==> src/rtl/rf_pkg.sv <==
// Shared defaults and port-count limits for the multi-ported register file.
package rf_pkg;
  localparam int RF_DATA_W = 32;
  localparam int RF_ADDR_W = 5;
  localparam int RF_MAX_RD = 4;
  localparam int RF_MAX_WR = 2;
endpackage

==> src/rtl/rf_read_port.sv <==
// One registered read port. Write-first bypass forwards same-cycle write data.
module rf_read_port
  import rf_pkg::*;
#(
  parameter int DATA_W   = RF_DATA_W,
  parameter int ADDR_W   = RF_ADDR_W,
  parameter int NUM_WR   = 1,
  parameter int ZERO_REG = 1
) (
  input  logic                     clk,
  input  logic                     rst,
  input  logic                     rd_en_i,
  input  logic [ADDR_W-1:0]        rd_addr_i,
  input  logic [DATA_W-1:0]        mem_data_i,
  input  logic [NUM_WR-1:0]        wr_act_i,
  input  logic [NUM_WR*ADDR_W-1:0] wr_addr_i,
  input  logic [NUM_WR*DATA_W-1:0] wr_data_i,
  output logic [DATA_W-1:0]        rd_data_o,
  output logic                     rd_valid_o
);
  logic [DATA_W-1:0] rd_data_d, rd_data_q;
  logic              rd_valid_q;

  // Higher-numbered write ports are scanned last so they win the bypass.
  always_comb begin
    rd_data_d = mem_data_i;
    for (int w = 0; w < NUM_WR; w++) begin
      if (wr_act_i[w] && (wr_addr_i[w*ADDR_W +: ADDR_W] == rd_addr_i))
        rd_data_d = wr_data_i[w*DATA_W +: DATA_W];
    end
    if ((ZERO_REG != 0) && (rd_addr_i == '0))
      rd_data_d = '0;
  end

  always_ff @(posedge clk) begin
    if (rst) begin
      rd_data_q  <= '0;
      rd_valid_q <= 1'b0;
    end else begin
      rd_valid_q <= rd_en_i;
      if (rd_en_i)
        rd_data_q <= rd_data_d;
    end
  end

  assign rd_data_o  = rd_data_q;
  assign rd_valid_o = rd_valid_q;
endmodule

==> src/rtl/reg_file_mp.sv <==
// Multi-ported register file: NUM_WR write ports (last port wins), NUM_RD
// registered read ports with write-first bypass, optional hardwired zero entry.
module reg_file_mp
  import rf_pkg::*;
#(
  parameter int DATA_W   = RF_DATA_W,
  parameter int ADDR_W   = RF_ADDR_W,
  parameter int NUM_RD   = 2,
  parameter int NUM_WR   = 1,
  parameter int ZERO_REG = 1
) (
  input  logic                     clk,
  input  logic                     rst,
  input  logic [NUM_RD-1:0]        rd_en,
  input  logic [NUM_RD*ADDR_W-1:0] rd_addr,
  output logic [NUM_RD*DATA_W-1:0] rd_data,
  output logic [NUM_RD-1:0]        rd_valid,
  input  logic [NUM_WR-1:0]        wr_en,
  input  logic [NUM_WR*ADDR_W-1:0] wr_addr,
  input  logic [NUM_WR*DATA_W-1:0] wr_data,
  output logic                     wr_conflict
);
  localparam int DEPTH = 2 ** ADDR_W;

  logic [DATA_W-1:0] mem_q [DEPTH];
  logic [NUM_WR-1:0] wr_act;
  logic              conflict_d, conflict_q;

  // A write to entry 0 is dropped entirely when it is hardwired, so it can
  // neither update storage, bypass, nor flag a conflict.
  always_comb begin
    wr_act = '0;
    for (int w = 0; w < NUM_WR; w++)
      wr_act[w] = wr_en[w] && !((ZERO_REG != 0) && (wr_addr[w*ADDR_W +: ADDR_W] == '0));
  end

  generate
    if (NUM_WR == 2) begin : g_conf
      assign conflict_d = wr_act[0] && wr_act[1] &&
                          (wr_addr[0 +: ADDR_W] == wr_addr[ADDR_W +: ADDR_W]);
    end else begin : g_noconf
      assign conflict_d = 1'b0;
    end
  endgenerate

  always_ff @(posedge clk) begin
    if (rst) begin
      for (int i = 0; i < DEPTH; i++)
        mem_q[i] <= '0;
      conflict_q <= 1'b0;
    end else begin
      for (int w = 0; w < NUM_WR; w++) begin
        if (wr_act[w])
          mem_q[wr_addr[w*ADDR_W +: ADDR_W]] <= wr_data[w*DATA_W +: DATA_W];
      end
      conflict_q <= conflict_d;
    end
  end

  assign wr_conflict = conflict_q;

  generate
    for (genvar p = 0; p < NUM_RD; p++) begin : g_rd
      rf_read_port #(
        .DATA_W  (DATA_W),
        .ADDR_W  (ADDR_W),
        .NUM_WR  (NUM_WR),
        .ZERO_REG(ZERO_REG)
      ) u_rd (
        .clk       (clk),
        .rst       (rst),
        .rd_en_i   (rd_en[p]),
        .rd_addr_i (rd_addr[p*ADDR_W +: ADDR_W]),
        .mem_data_i(mem_q[rd_addr[p*ADDR_W +: ADDR_W]]),
        .wr_act_i  (wr_act),
        .wr_addr_i (wr_addr),
        .wr_data_i (wr_data),
        .rd_data_o (rd_data[p*DATA_W +: DATA_W]),
        .rd_valid_o(rd_valid[p])
      );
    end
  endgenerate
endmodule

==> config.mk <==
export PLATFORM = sky130hd
export DESIGN_NAME = reg_file_mp
export DESIGN_NICKNAME = d
export VERILOG_FILES = /design/src/rtl/rf_pkg.sv /design/src/rtl/rf_read_port.sv /design/src/rtl/reg_file_mp.sv
export SDC_FILE = /design/constraint.sdc
export NUM_CORES = 2
export LEC_CHECK = 0
export BUFFER_PORTS_ARGS = -buffer_cell sky130_fd_sc_hd__buf_4
export CORE_ASPECT_RATIO = 0.9
export CORE_MARGIN = 8
export CORE_UTILIZATION = 50
export DETAILED_ROUTE_END_ITERATION = 6
export MAX_ROUTING_LAYER = met4
export PLACE_DENSITY = 0.67
export SLEW_MARGIN = 15
export SYNTH_ARGS = -nofsm -noshare
export SYNTH_HDL_FRONTEND = slang
export SYNTH_SLANG_ARGS = --single-unit
==> constraint.sdc <==
create_clock -name clk -period 2.1 [get_ports clk]
set_input_delay 0.105 -clock clk [delete_from_list [all_inputs] [get_ports clk]]
set_output_delay 0.105 -clock clk [all_outputs]
set_load 0.02 [all_outputs]
## Word level (Yosys, flattened, before mapping)

Memory sizes are Yosys's and may differ from the RTL's.
Index checks and enable logic that the tools add are counted.

| word-level totals | value |
|---|---|
| bits of input ports | 52 |
| output and inout port bits | 67 |
| word-level logic and storage cells | 27 |
| bits in registers | 66 |
| memories | 1 |
| memory bits (writable) | 1024 |

Memory list:

| name | words | bits a word | rd ports | clocked after Yosys merged registers in | write ports | RTL line | RTL |
|---|---|---|---|---|---|---|---|
| mem_q | 32 | 32 | 2 | 0 | 32 | reg_file_mp.sv:25 | `logic [DATA_W-1:0] mem_q [DEPTH];` |

| cells by class | value |
|---|---|
| mux-type cells | 12 |
| reduce and logical (&&, ||, !) cells | 8 |
| equal/unequal tests | 2 |

Operator list:

| cell | number |
|---|---|
| 32-bit two-way mux | 5 |
| 32-bit OR reduction | 1 |
| 5-bit zero test | 3 |
| 5-bit equality test | 2 |
| 1-bit two-way mux | 6 |
| 5-bit two-way mux | 1 |
| 1-bit logical AND | 3 |
| 1-bit zero test | 1 |

## Longest topological paths before layout

| depth | value |
|---|---|
| depth in word-level cells | 8 |
| gate-level depth with buffers | 10 |
| mapped depth without buffers | 5 |

## Hierarchy

From an unflattened synthesis, not the netlist that was laid out.

| second synthesis, totals | value |
|---|---|
| cells, all modules | 4995 |
| area total of the unflattened synthesis | 59623.4 um2 |

Modules (own cells, without submodules):

| module | cells each | area each (um2) | seq. area each (um2) | times used |
|---|---|---|---|---|
| reg_file_mp | 4605 | 56152.6 | 30749.5 | 1 |
| rf_read_port | 195 | 1735.4 | 660.6 | 2 |

## Least setup slack after synthesis

Ideal clock, no wire load.

| timing path | value |
|---|---|
| path kind | in2reg |
| start | input rd_addr[0] |
| end | register g_rd[0].u_rd.rd_data_q[22] |
| library setup time | 133 ps |
| data required time | 1967 ps |
| stages on the path | 7 |
| arrival | 1975 ps |
| setup slack | -8 ps |
| buffers on the path | 2 |
| cell sequence | buf_2 -> buf_1 -> mux4_2 -> a22oi_1 -> o21ai_0 -> a222oi_1 -> o21ai_0 |

| on the way | value |
|---|---|
| cells in the longest elaborated chain, start to end | 4 |
| elaborated cells on any way between the ends | 6 |
| classes of those cells | eq/ne: 1; mux: 2; reduce/logical: 2; memory: 1 |

Ends and longest elaborated chain:

| element | RTL line | RTL |
|---|---|---|
| from (decl) | reg_file_mp.sv:15 | `input logic [NUM_RD*ADDR_W-1:0] rd_addr,` |
| parallel branches: the longest is 3 deep, another holds memory 32 x 32 bit | n/a |  |
| 32-bit two-way mux (*) | rf_read_port.sv:31 | `if ((ZERO_REG != 0) && (rd_addr_i == '0))` |
| to (signal assigned) | rf_read_port.sv:42 | `rd_data_q <= rd_data_d;` |
| to (decl) | rf_read_port.sv:21 | `logic [DATA_W-1:0] rd_data_d, rd_data_q;` |

Mark *: on every way between the ends.
A chain may end at the register's enable or synchronous reset.

==> results.yml <==
status:
  status: "complete, but fails checks"
  violations: "DRC, setup timing"
worst_setup_path:
  worstPathArrival_ps: 2890
  crit_required_ps: 2640
  cp-end-kind: "register"
  crit_type: "register to register"
  start_kind: "register"
  critPathMaxFanout: 2
power:
  power.share.combinational_pct: 13.2
  seq_power_share_pct: 47.7
  clkPwrFrac_pct: 39.1
  p_leak_nw: 23.9
  p_int_mw: 40.7
  p_sw_share_pct: 24.6
  vdd_drop_max_mv: 0.863
  powerDensity_mw_per_mm2: 803
  total_power_mw: 53.9
  p_sw_mw: 13.3
synth:
  synthXorXnorAreaFrac_pct: 0.154
  synth_compound_area_share_pct: 4.78
  ys_async_sr_fraction_pct: 0
  syn-instance-count: 3724
  seq_area_frac_synth_pct: 56.6
  synth_top_family_by_area: "multiplexers"
  synth_flop_cell: "edfxtp_1"
  ys_seq_elements: 1090
  synth_cell_types: 41
  syn-cell-area_mm2: 0.0567
  synth_edf_count: 1024
  yosys.area_share.simple_pct: 12.4
  muxShareOfSynthArea_pct: 23.1
  synthAdderAreaFrac_pct: 0
  ys_warn_count: 0
  avgSynthCellArea_um2: 15.2
hold_path:
  min_path_type: "primary input to register"
clock_network:
  path_clk_slew_ps: 60
  clock_path_buffers: 3
  clock_sinks: 1090
  cts_tree: "yes"
  insertion_delay_ps: 720
  clock_tree.root_cell: "clkbuf_16"
  htree_levels: 3
  numCtsBuffers: 114
global_route:
  gr-max-usage-layer: "met2"
  antenna_found_initial: 8
  grtUsageMet1_pct: 40.7
  use_met2_pct: 47.0
  grt_remaining_overflow: 0
  grt_use_met3_pct: 7.78
  grt_pass1_vias: 36600
  grt_max_degree: 49
  grt_pass1_wl_um: 267000
  grt_usage_pct: 30.8
timing:
  fin_skew_ps: 33.6
  timing.final.crit_share_pct: 112
  finalHoldWorstSlack_ps: 79.7
  fin_ws_ps: -249
  worstMarginPinSlew_ps: 961
  max_slew_margin_pct: 35.9
  final_hold_viol_count: 0
  drv_slew: 0
  setup-tns-final_ps: -342
  grt_setup_unrepaired: "yes"
  min_period_ps: 2350
  fmax_ghz: 0.426
  final-setup-viol-count: 3
place:
  gp_congestion: 0.883
  pre_cts_slack_ps: -474
  port_buffers: 117
  hpwlAfterDp_um: 119000
  place_area_mm2: 0.0628
die:
  die_h_um: 335
  die-width_um: 371
  die-area_mm2: 0.124
  ios: 119
  num_rows: 117
  core_area_mm2: 0.113
  start_util_pct: 50.2
routing:
  drtPass1Iterations: 7
  via_count: 36900
  ant_nets: 0
  wl_per_cell_um: 33.5
  drt_iter0_markers: 5290
  drc_errors: 1
  avgViaCountPerCell: 6.56
  wl_um: 188000
layout:
  drive_gt1_share_pct: 31.4
  final_area_mm2: 0.0671
  finalNetCount: 4080
  synthToLayoutAreaGrowth_pct: 18.4
job:
  maxCapViolCount: 0
layout by cell type, fill, tap and decap left out, drive strengths merged, types with 5 or more instances in the layout:
| master | instances |
|---|---|
| or2 | 31 |
| a22oi | 64 |
| a222oi | 32 |
| bufinv | 16 |
| mux4 | 480 |
| mux2 | 32 |
| dfxtp | 66 |
| conb | 33 |
| nand3b | 5 |
| o21a | 33 |
| clkinv | 47 |
| mux2i | 192 |
| a221oi | 96 |
| o21ai | 97 |
| inv | 7 |
| buf | 523 |
| nand2 | 34 |
| nand2b | 33 |
| dlygate4sd3 | 38 |
| o211ai | 32 |
| nor2 | 36 |
| edfxtp | 1024 |
| xnor2 | 10 |
| and2 | 994 |
| nor2b | 5 |
| clkbuf | 144 |
worst paths after layout:
kind,start,endpoint,slack (ps),cells after the start
min,rd_addr[8],g_rd[1].u_rd.rd_data_o[3],80,5
min reg2reg,g_rd[1].u_rd.rd_data_o[24],g_rd[1].u_rd.rd_data_o[24],500,2
max,mem_q[22][29],g_rd[0].u_rd.rd_data_o[29],-250,5
max reg2reg,mem_q[22][29],g_rd[0].u_rd.rd_data_o[29],-250,5
repair_timing:
| action | 4_1_cts | 5_1_grt |
|---|---|---|
| pin swaps | 6 | 2 |
| hold endpoints to repair | 1065 | 0 |
| resized for setup | 8 | 4 |
| setup endpoints to repair | 4 | 7 |
| setup buffers | 1 | 0 |
| hold buffers | 38 | 0 |
routing by layer:
layer | share of wire [%] | vias up
met5 | 0 | -
met4 | 3.8 | 0
met3 | 12 | 430
met2 | 46 | 2352
met1 | 38 | 19000
li1 | - | 15000
power groups by stage:
stage / Sequential, mW / Clock (mW) / Combinational (mW)
global placement: 26.1 / 0 / 6.83
CTS: 25.7 / 21.3 / 7.00
detailed placement: 26.2 / 0 / 6.90
floorplan: 26.0 / 0 / 3.74
global route: 25.9 / 22.0 / 7.36
finish: 25.7 / 21.1 / 7.10
cell type report:
cell class	count	area, um^2
Sequential cell	1090	32100
Timing Repair Buffer	561	5970
Clock buffer	144	3090
Clock inverter	69	764
Fill cell	8289	45700
Multi-Input combinational cell	2258	23400
Tap cell	1487	1860
Inverter	3	11.3
Antenna cell	3	7.51
cell families after synthesis:
logic type	after synthesis
AO/OA/AOI/OAI	361
buffers and inverters	408
other	1
multiplexers	704
flip-flops	1090
XOR/XNOR	10
AND/OR/NAND/NOR	1150
registers in the layout, indices dropped and copies added, names as in the netlist:
signal	flops
mem_q	1024
g_rd.u_rd.rd_data_o	64
g_rd.u_rd.rd_valid_o	2
stage by stage:
stage | std cells | utilization, %
6_report | 5615 | 59.5
5_1_grt | 5614 | 59.5
4_1_cts | 5611 | 59.5
3_5_place_dp | 5359 | 55.7
3_3_place_gp | 5358 | 55.7
2_1_floorplan | 3756 | -
worst max-delay path: stages (launching register included):
cell      delay (ps)
edfxtp_1         410
mux4_2           500
a22oi_2          180
o21ai_2          120
a222oi_1         810
o21ai_1          160
cells in the mapped netlist (10+ instances only):
cell type,count,share of area [%]
and2_1,994,11
mux2i_1,192,3.4
o21ai_0,75,0.66
o211ai_1,32,0.42
nand2_1,34,0.23
mux2_2,32,0.64
o21ai_1,22,0.19
buf_1,17,0.11
edfxtp_1,1024,54
a221oi_1,96,1.5
buf_2,66,0.58
dfxtp_1,66,2.3
nor2_1,36,0.24
xnor2_1,10,0.15
mux4_2,480,19
a22oi_1,64,0.85
a222oi_1,32,0.56
nand2b_1,33,0.36
clkbuf_1,304,2.0
or2_2,31,0.34
buf_4,12,0.16
o21a_1,33,0.44
No activity file was read; power rests on OpenSTA's default activity.
